`src/rtl/digit_scan_pkg.sv`:
```
// digit_scan_pkg: shared helpers for the digit scan counter and its prescaler
package digit_scan_pkg;

    function automatic int clog2_min1(input int v);
        int r;
        for (r = 0; (1 << r) < v; r++) begin
        end
        return (r < 1) ? 1 : r;
    endfunction

    function automatic logic SEL_OFF(input logic act_low);
        return act_low;
    endfunction

    function automatic logic sel_level(input logic [7:0] count, input int digit, input logic act_low);
        return (int'(count) == digit) ? ~SEL_OFF(act_low) : SEL_OFF(act_low);
    endfunction

endpackage

```
`src/rtl/digit_scan_cnt_tick_div.sv`:
```
// tick_div: counts enabled cycles and flags every DIV-th one as a tick
module tick_div
    import digit_scan_pkg::*;
#(
    parameter int DIV = 4
) (
    input  logic clk,
    input  logic rst,
    input  logic en,
    input  logic clr,
    output logic tick
);
    localparam int PW = clog2_min1(DIV);
    localparam logic [PW-1:0] LAST = PW'(DIV - 1);

    logic [PW-1:0] p;

    assign tick = (p == LAST);

    // prescale count: cleared by load, frozen while en is low, wraps on the tick cycle
    always_ff @(posedge clk or posedge rst) begin
        if (rst) p <= '0;
        else if (clr) p <= '0;
        else if (en) p <= tick ? '0 : p + 1'b1;
    end

endmodule

```
`src/rtl/digit_scan_cnt.sv`:
```
// digit_scan_cnt: modulo up/down digit scan counter with load, tc pulse and one-hot select
// Optional prescaler compiled in with `define DIGIT_SCAN_CNT_PRESCALE_EN
module digit_scan_cnt
    import digit_scan_pkg::*;
#(
    parameter int WIDTH       = 3,
    parameter int MODULUS     = 8,
    parameter int DIV         = 4,
    parameter bit SEL_ACT_LOW = 1
) (
    input  logic               clk,
    input  logic               rst,
    input  logic               en,
    input  logic               up,
    input  logic               load,
    input  logic [WIDTH-1:0]   load_val,
    output logic [WIDTH-1:0]   q,
    output logic               tc,
    output logic [MODULUS-1:0] sel
);
    localparam logic [WIDTH-1:0] TOP = WIDTH'(MODULUS - 1);
    localparam logic [WIDTH:0]   MOD = (WIDTH + 1)'(MODULUS);
    localparam logic             OFF = SEL_OFF(SEL_ACT_LOW);

    logic               adv;
    logic [WIDTH-1:0]   q_nx;
    logic               tc_nx;
    logic [MODULUS-1:0] sel_nx;

`ifdef DIGIT_SCAN_CNT_PRESCALE_EN
    logic tick;

    tick_div #(.DIV(DIV)) u_div (
        .clk (clk),
        .rst (rst),
        .en  (en),
        .clr (load),
        .tick(tick)
    );

    assign adv = en && tick;
`else
    assign adv = en;
`endif

    // next count and wrap pulse; wraps compare against the modulus explicitly
    always_comb begin
        q_nx  = load ? (({1'b0, load_val} < MOD) ? load_val : '0)
              : !adv ? q
              : up ? ((q == TOP) ? '0 : q + 1'b1)
              : ((q == '0) ? TOP : q - 1'b1);
        tc_nx = !load && adv && (up ? (q == TOP) : (q == '0));
    end

    for (genvar g = 0; g < MODULUS; g++) begin : g_sel
        assign sel_nx[g] = sel_level(8'(q_nx), g, SEL_ACT_LOW);
    end

    // output registers; select is decoded from the next count so it lines up with q
    always_ff @(posedge clk or posedge rst) begin
        if (rst) begin
            q   <= '0;
            tc  <= 1'b0;
            sel <= {{(MODULUS - 1){OFF}}, ~OFF};
        end else begin
            q   <= q_nx;
            tc  <= tc_nx;
            sel <= sel_nx;
        end
    end

endmodule
```
`config.mk`:
```
export PLATFORM = sky130hd
export DESIGN_NAME = digit_scan_cnt
export DESIGN_NICKNAME = d
export VERILOG_FILES = /design/src/rtl/digit_scan_pkg.sv /design/src/rtl/digit_scan_cnt_tick_div.sv /design/src/rtl/digit_scan_cnt.sv
export SDC_FILE = /design/constraint.sdc
export NUM_CORES = 1
export LEC_CHECK = 0
export BUFFER_PORTS_ARGS = -buffer_cell sky130_fd_sc_hd__buf_2
export CORE_UTILIZATION = 36
export DETAILED_ROUTE_END_ITERATION = 8
export HOLD_SLACK_MARGIN = 0.05
export SLEW_MARGIN = 40
export SYNTH_ARGS = -nofsm -noshare
export SYNTH_HDL_FRONTEND = slang
export SYNTH_SLANG_ARGS = --single-unit
export TNS_END_PERCENT = 30
```
`constraint.sdc`:
```
create_clock -name clk -period 1.7 [get_ports clk]
set_input_delay 0.085 -clock clk [delete_from_list [all_inputs] [get_ports clk]]
set_output_delay 0.085 -clock clk [all_outputs]
set_load 0.1 [all_outputs]
```
==> results.cfg, run 1 <==
[clock_network]
h-tree-depth = 1
cts.sinks = 12
cts_made_buffers = 3
cts_tree = built
clockRootBuffer = clkbuf_4
clock_path_buffers = 2
clk_pin_slew_ns = 0.07
insertion_delay_ns = 0.26

[detailed_routing]
vias = 469
drc_errors = 0
drtIter0Drc = 5
dr.pass1.iters = 3
drt-vias-per-instance = 4.69
wl_um = 1130
wire_per_inst_um = 11.3
postRouteAntennaNets = 0

[min_path]
holdPathStages = 2
hp-start = load
hp-class = input pin to flip-flop

[logic_synthesis]
synth.top_cells.by_area = dfstp_2 (32%), dfrtp_1 (22%), ha_1 (8.7%)
synth_largest_area_cell = dfstp_2
yosysUniqueCellTypes = 22
syn_nets = 65
ys_seq_area_frac = 0.536
synth-seq-cells = 12
syn_area_um2 = 577
syn_area_per_cell_um2 = 10.9
syn_inst = 53
yosysWarningCount = 0
synth_top_area_frac = 0.319

[sta]
min_period_over_period = 1.08
setup_viol = 4
worst_pin_slew_ns = 0.490
finalMaxSlewViolations = 0
finalHoldViolCount = 0
layout_setup_ws_ns = -0.138
fmax_mhz = 544
final.setup_skew_ns = 0.000547
max_slew_margin = 0.675
grt_setup_unrepaired = yes
min_period_ns = 1.84

[placement]
io_buffers = 19
placed_cell_area_um2 = 771
routabilityCongestion = 0.750
hpwl_um = 848

[floorplan]
start_util = 0.383
ios = 20
dieArea_um2 = 1770
core_area_um2 = 1510
die_w_um = 42.0
placementRows = 14
die_y_um = 42.0

[global_route]
grt.overflow.total = 0
antenna_found_initial = 0
grt_max_degree = 13
grt_pass1_vias = 462
grtUsageTotal = 0.165
grt_pass1_wl_um = 2060

[finish]
num_antenna_cells = 0
multi_input_area_um2 = 279
regArea_um2 = 318
syn_to_final_growth_pct = 44.7
fin_nets = 97
drive_above_1_share = 0.595
stdcell_area_um2 = 835
fillCellCount = 129

[run]
maxCapViolCount = 0

[pwr]
total_power_mw = 0.905
power_density_nw_per_um2 = 1080
power_leakage_nw = 0.368
ir_drop_mv = 0.550

[critical_path]
critPathLaunchType = flip-flop
crit_fanout = 5
cp.arrival_ns = 1.98
worstSetupStartpoint = q[1]
worstReg2RegStart = q[1]
ff2ff_path_depth = 7
cp_data_required_time_ns = 1.85
setup.worst_path.end_class = flip-flop
setup.worst_path.class = flip-flop to flip-flop

[outcome]
outcome = finished with violations
violations = negative setup slack
kinds of logic after synthesis:
| kind of cell | share of synthesized area |
|---|---|
| simple gates | 0.226 |
| compound gates | 0.102 |
| flops | 0.536 |
| buf+inv | 0.0499 |
| fa+ha+maj | 0.0868 |
worst paths after layout:
check                          to  slack [ns]
setup / recovery           sel[0]       -0.14
hold / removal                 tc        0.10
setup reg to reg           sel[0]       -0.14
hold reg to reg                tc        0.73
max in group asynchronous    q[0]        1.02
min in group asynchronous  sel[0]        0.35
synth_stat cells:
cell type,instances
a21boi_0,1
inv_4,1
o221ai_1,1
or4_1,1
nor3_1,1
inv_1,6
o22ai_1,1
ha_1,4
and2_4,1
nor2b_1,3
o2111ai_1,1
nand3b_1,1
a21oi_1,4
dfrtp_1,5
or3_1,4
and2b_2,1
nor3b_1,2
nand2_1,2
nand3_1,4
dfstp_2,7
o21a_1,1
nand2b_1,1
stage by stage:
stage / hold WS [ns] / cells / setup WS (ns) / setup TNS [ns] / util
after floorplan: -0.0553 / 53 / -0.330 / -1.66 / -
final: 0.101 / 100 / -0.138 / -0.440 / 0.554
after CTS: 0.0909 / 100 / -0.138 / -0.550 / 0.551
after detailed placement: 0.101 / 95 / -0.154 / -0.577 / 0.512
after global routing: 0.0970 / 100 / -0.196 / -1.10 / 0.554
after global placement: 0.0940 / 95 / -0.171 / -0.552 / 0.512
state kept, by name, summed over array words and instances (netlist names):
name and count:
q 3, sel 8, tc 1
final cells by class:
class,count,area share
tap,16,0.0240
sequential,12,0.381
timing repair buffer,27,0.189
inverter,7,0.0405
clock buffer,4,0.0315
multi-input combinational,34,0.334
report_power, final:
group          switching [mW]  leakage, nW  internal [mW]
sequential             0.0190        0.130          0.326
clock                  0.0831       0.0150         0.0907
combinational           0.282        0.223          0.104
total                   0.384        0.368          0.521
layout by cell type, fill, tap and decap left out:
cell	netlist	layout
buf_2	0	19
buf_4	0	7
dfstp_2	7	7
inv_1	6	4
a21oi_1	4	4
nand3_1	4	4
or3_1	4	4
nor2b_1	3	3
inv_4	1	3
clkbuf_4	0	3
nor3b_1	2	2
nand2_1	2	2
ha_4	0	2
ha_2	0	2
dfrtp_4	0	2
dfrtp_1	5	2
and2b_2	1	1
nand2b_1	1	1
o221ai_1	1	1
a21boi_0	1	1
o22ai_1	1	1
o21a_1	1	1
or4_4	0	1
nand3b_1	1	1
o2111ai_2	0	1
and2_4	1	1
nor3_1	1	1
clkbuf_1	0	1
dlygate4sd3_1	0	1
dfrtp_2	0	1
repair_timing:
item | CTS | global route
gates resized for setup | 3 | 2
hold buffers | 1 | 0
setup buffers | 0 | 0
pin swaps | 3 | 2
hold endpoints to repair | 5 | 0
setup endpoints to repair | 9 | 10
critical path: stages (launching register included):
cell and delay (ns):
dfrtp_4 0.45, inv_4 0.05, ha_4 0.15, or4_4 0.47, o2111ai_2 0.08, and2_4 0.18
inv_4 0.04, or3_1 0.29
metal layers:
layer | track usage | wire length, um | up-vias
li1 | - | - | 246
met1 | 0.228 | 593 | 212
met2 | 0.219 | 488 | 11
met3 | 0.0776 | 45 | 0
met4 | 0.0750 | 0 | 0
met5 | 0 | 0 | -
(Power assumes the default switching activity.)
==> inputs of run 2 (changes only) <==
Settings changed: PLACE_DENSITY_LB_ADDON set to 0.25.
==> results.cfg, run 2 (same netlist as run 1, synthesis figures left out) <==
[detailed_routing]
drtIter0Drc = 19
wl_um = 1340
postRouteAntennaNets = 0
drc_errors = 0
drt-vias-per-instance = 5.07
dr.pass1.iters = 4
vias = 517
wire_per_inst_um = 13.2

[sta]
setup_viol = 4
min_period_ns = 1.85
finalHoldViolCount = 0
finalMaxSlewViolations = 0
final.setup_skew_ns = 0.000514
max_slew_margin = 0.676
fmax_mhz = 539
grt_setup_unrepaired = yes
layout_setup_ws_ns = -0.154
min_period_over_period = 1.09
worst_pin_slew_ns = 0.489

[floorplan]
core_area_um2 = 1510
placementRows = 14
ios = 20
dieArea_um2 = 1770
die_w_um = 42.0
die_y_um = 42.0
start_util = 0.383

[finish]
reg_top3 = sel: 8 flops, q: 3 flops, tc: 1 flops
regMostFlops = sel
fin_nets = 99
syn_to_final_growth_pct = 54.4
mostFrequentLayoutCells = buf_2 (19), buf_4 (9), dfstp_2 (7), inv_1 (4), a21oi_1 (4)
fillCellCount = 120
num_antenna_cells = 0
layout_commonest_cell = buf_2
largest_reg_flops = 8
drive_above_1_share = 0.674
stdcell_area_um2 = 891

[pwr]
ir_drop_mv = 0.766
power_density_nw_per_um2 = 1100
power_leakage_nw = 0.391

[critical_path]
cpPeakStageDelay_ns = 0.48
setup.worst_path.class = flip-flop to flip-flop
crit_fanout = 3
cp.arrival_ns = 2.00
slowest_stage = or4_4
path_common_cell = inv_4
critPathLaunchType = flip-flop
setup.worst_path.end_class = flip-flop
cp_cell_sequence = inv_4 > ha_4 > or4_4 > o2111ai_2 > and2_4 > inv_4 > or3_1
cp_data_required_time_ns = 1.85

[min_path]
hp-class = input pin to flip-flop

[placement]
placed_cell_area_um2 = 786
hpwl_um = 930
io_buffers = 19
routabilityCongestion = 0.756
pre_cts_slack_ns = -0.158

[clock_network]
cts_made_buffers = 3
insertion_delay_ns = 0.27
clock_path_buffers = 2
cts_tree = built
clk_pin_slew_ns = 0.07
clockRootBuffer = clkbuf_4
h-tree-depth = 1
cts.sinks = 12

[global_route]
grtUsageTotal = 0.173
antenna_found_initial = 0
grt_pass1_wl_um = 2170
grt_max_degree = 13
grt_pass1_vias = 454
grt.overflow.total = 0

[outcome]
outcome = finished with violations
violations = negative setup slack

[run]
maxCapViolCount = 0
run 2: cell types whose count changed in the layout (fill, tap and decap cells not counted), sizes merged:
cell  change
buf       +2
run 2: final cells by class:
cell class,count,area (um^2),area share
inverter,7,33.8,0.0379
tap,16,20.0,0.0225
sequential,12,318,0.357
clock buffer,4,36.3,0.0407
multi-input combinational,34,310,0.348
timing repair buffer,29,173,0.194
run 2: per-layer routing:
metal | vias to the layer above | GRT usage | wire, um
li1 | 252 | - | -
met1 | 243 | 0.241 | 596
met2 | 18 | 0.250 | 648
met3 | 4 | 0.0259 | 65
met4 | 0 | 0.113 | 33
met5 | - | 0 | 0
run 2: through the flow:
stage	cells	power [mW]	hold WS, ns	util	TNS, ns
floorplan	53	0.635	-0.0553	-	-1.66
finish	102	0.980	0.0884	0.591	-0.451
global route	102	1.03	0.0817	0.591	-0.790
global placement	97	0.726	0.0996	0.522	-0.438
CTS	102	0.972	0.0730	0.572	-0.433
detailed placement	97	0.728	0.111	0.522	-0.561
run 2: path summary, 6_finish.rpt:
path,slack (ns),endpoint,start,depth (start not counted)
max in group asynchronous,1.00,q[0],rst,3
min in group asynchronous,0.36,tc,rst,3
worst min register to register,0.88,tc,q[2],4
worst min-delay path,0.09,tc,load,2
worst max register to register,-0.15,sel[0],q[1],7
worst max-delay path,-0.15,sel[0],q[1],7
run 2: critical path, delay by kind of cell (launching register included):
kind / cells / cell delay (ns)
simple gates: 3 / 0.97
buf+inv: 2 / 0.08
flops: 1 / 0.45
fa+ha+maj: 1 / 0.16
compound gates: 1 / 0.08
run 2: report_power, final:
group          leakage [nW]  internal (mW)  total (mW)  switching (mW)
clock network        0.0210          0.130       0.224          0.0940
logic                 0.240          0.117       0.409           0.292
registers             0.130          0.326       0.347          0.0212
run 2: repair_timing:
| item | CTS | global route |
|---|---|---|
| pin swaps | 5 | 1 |
| hold buffers | 1 | 0 |
| cloned | 0 | 0 |
| endpoints found under the setup margin | 7 | 9 |
| gates resized for setup | 6 | 6 |
| setup buffers | 0 | 0 |
| endpoints found under the hold margin | 5 | 0 |
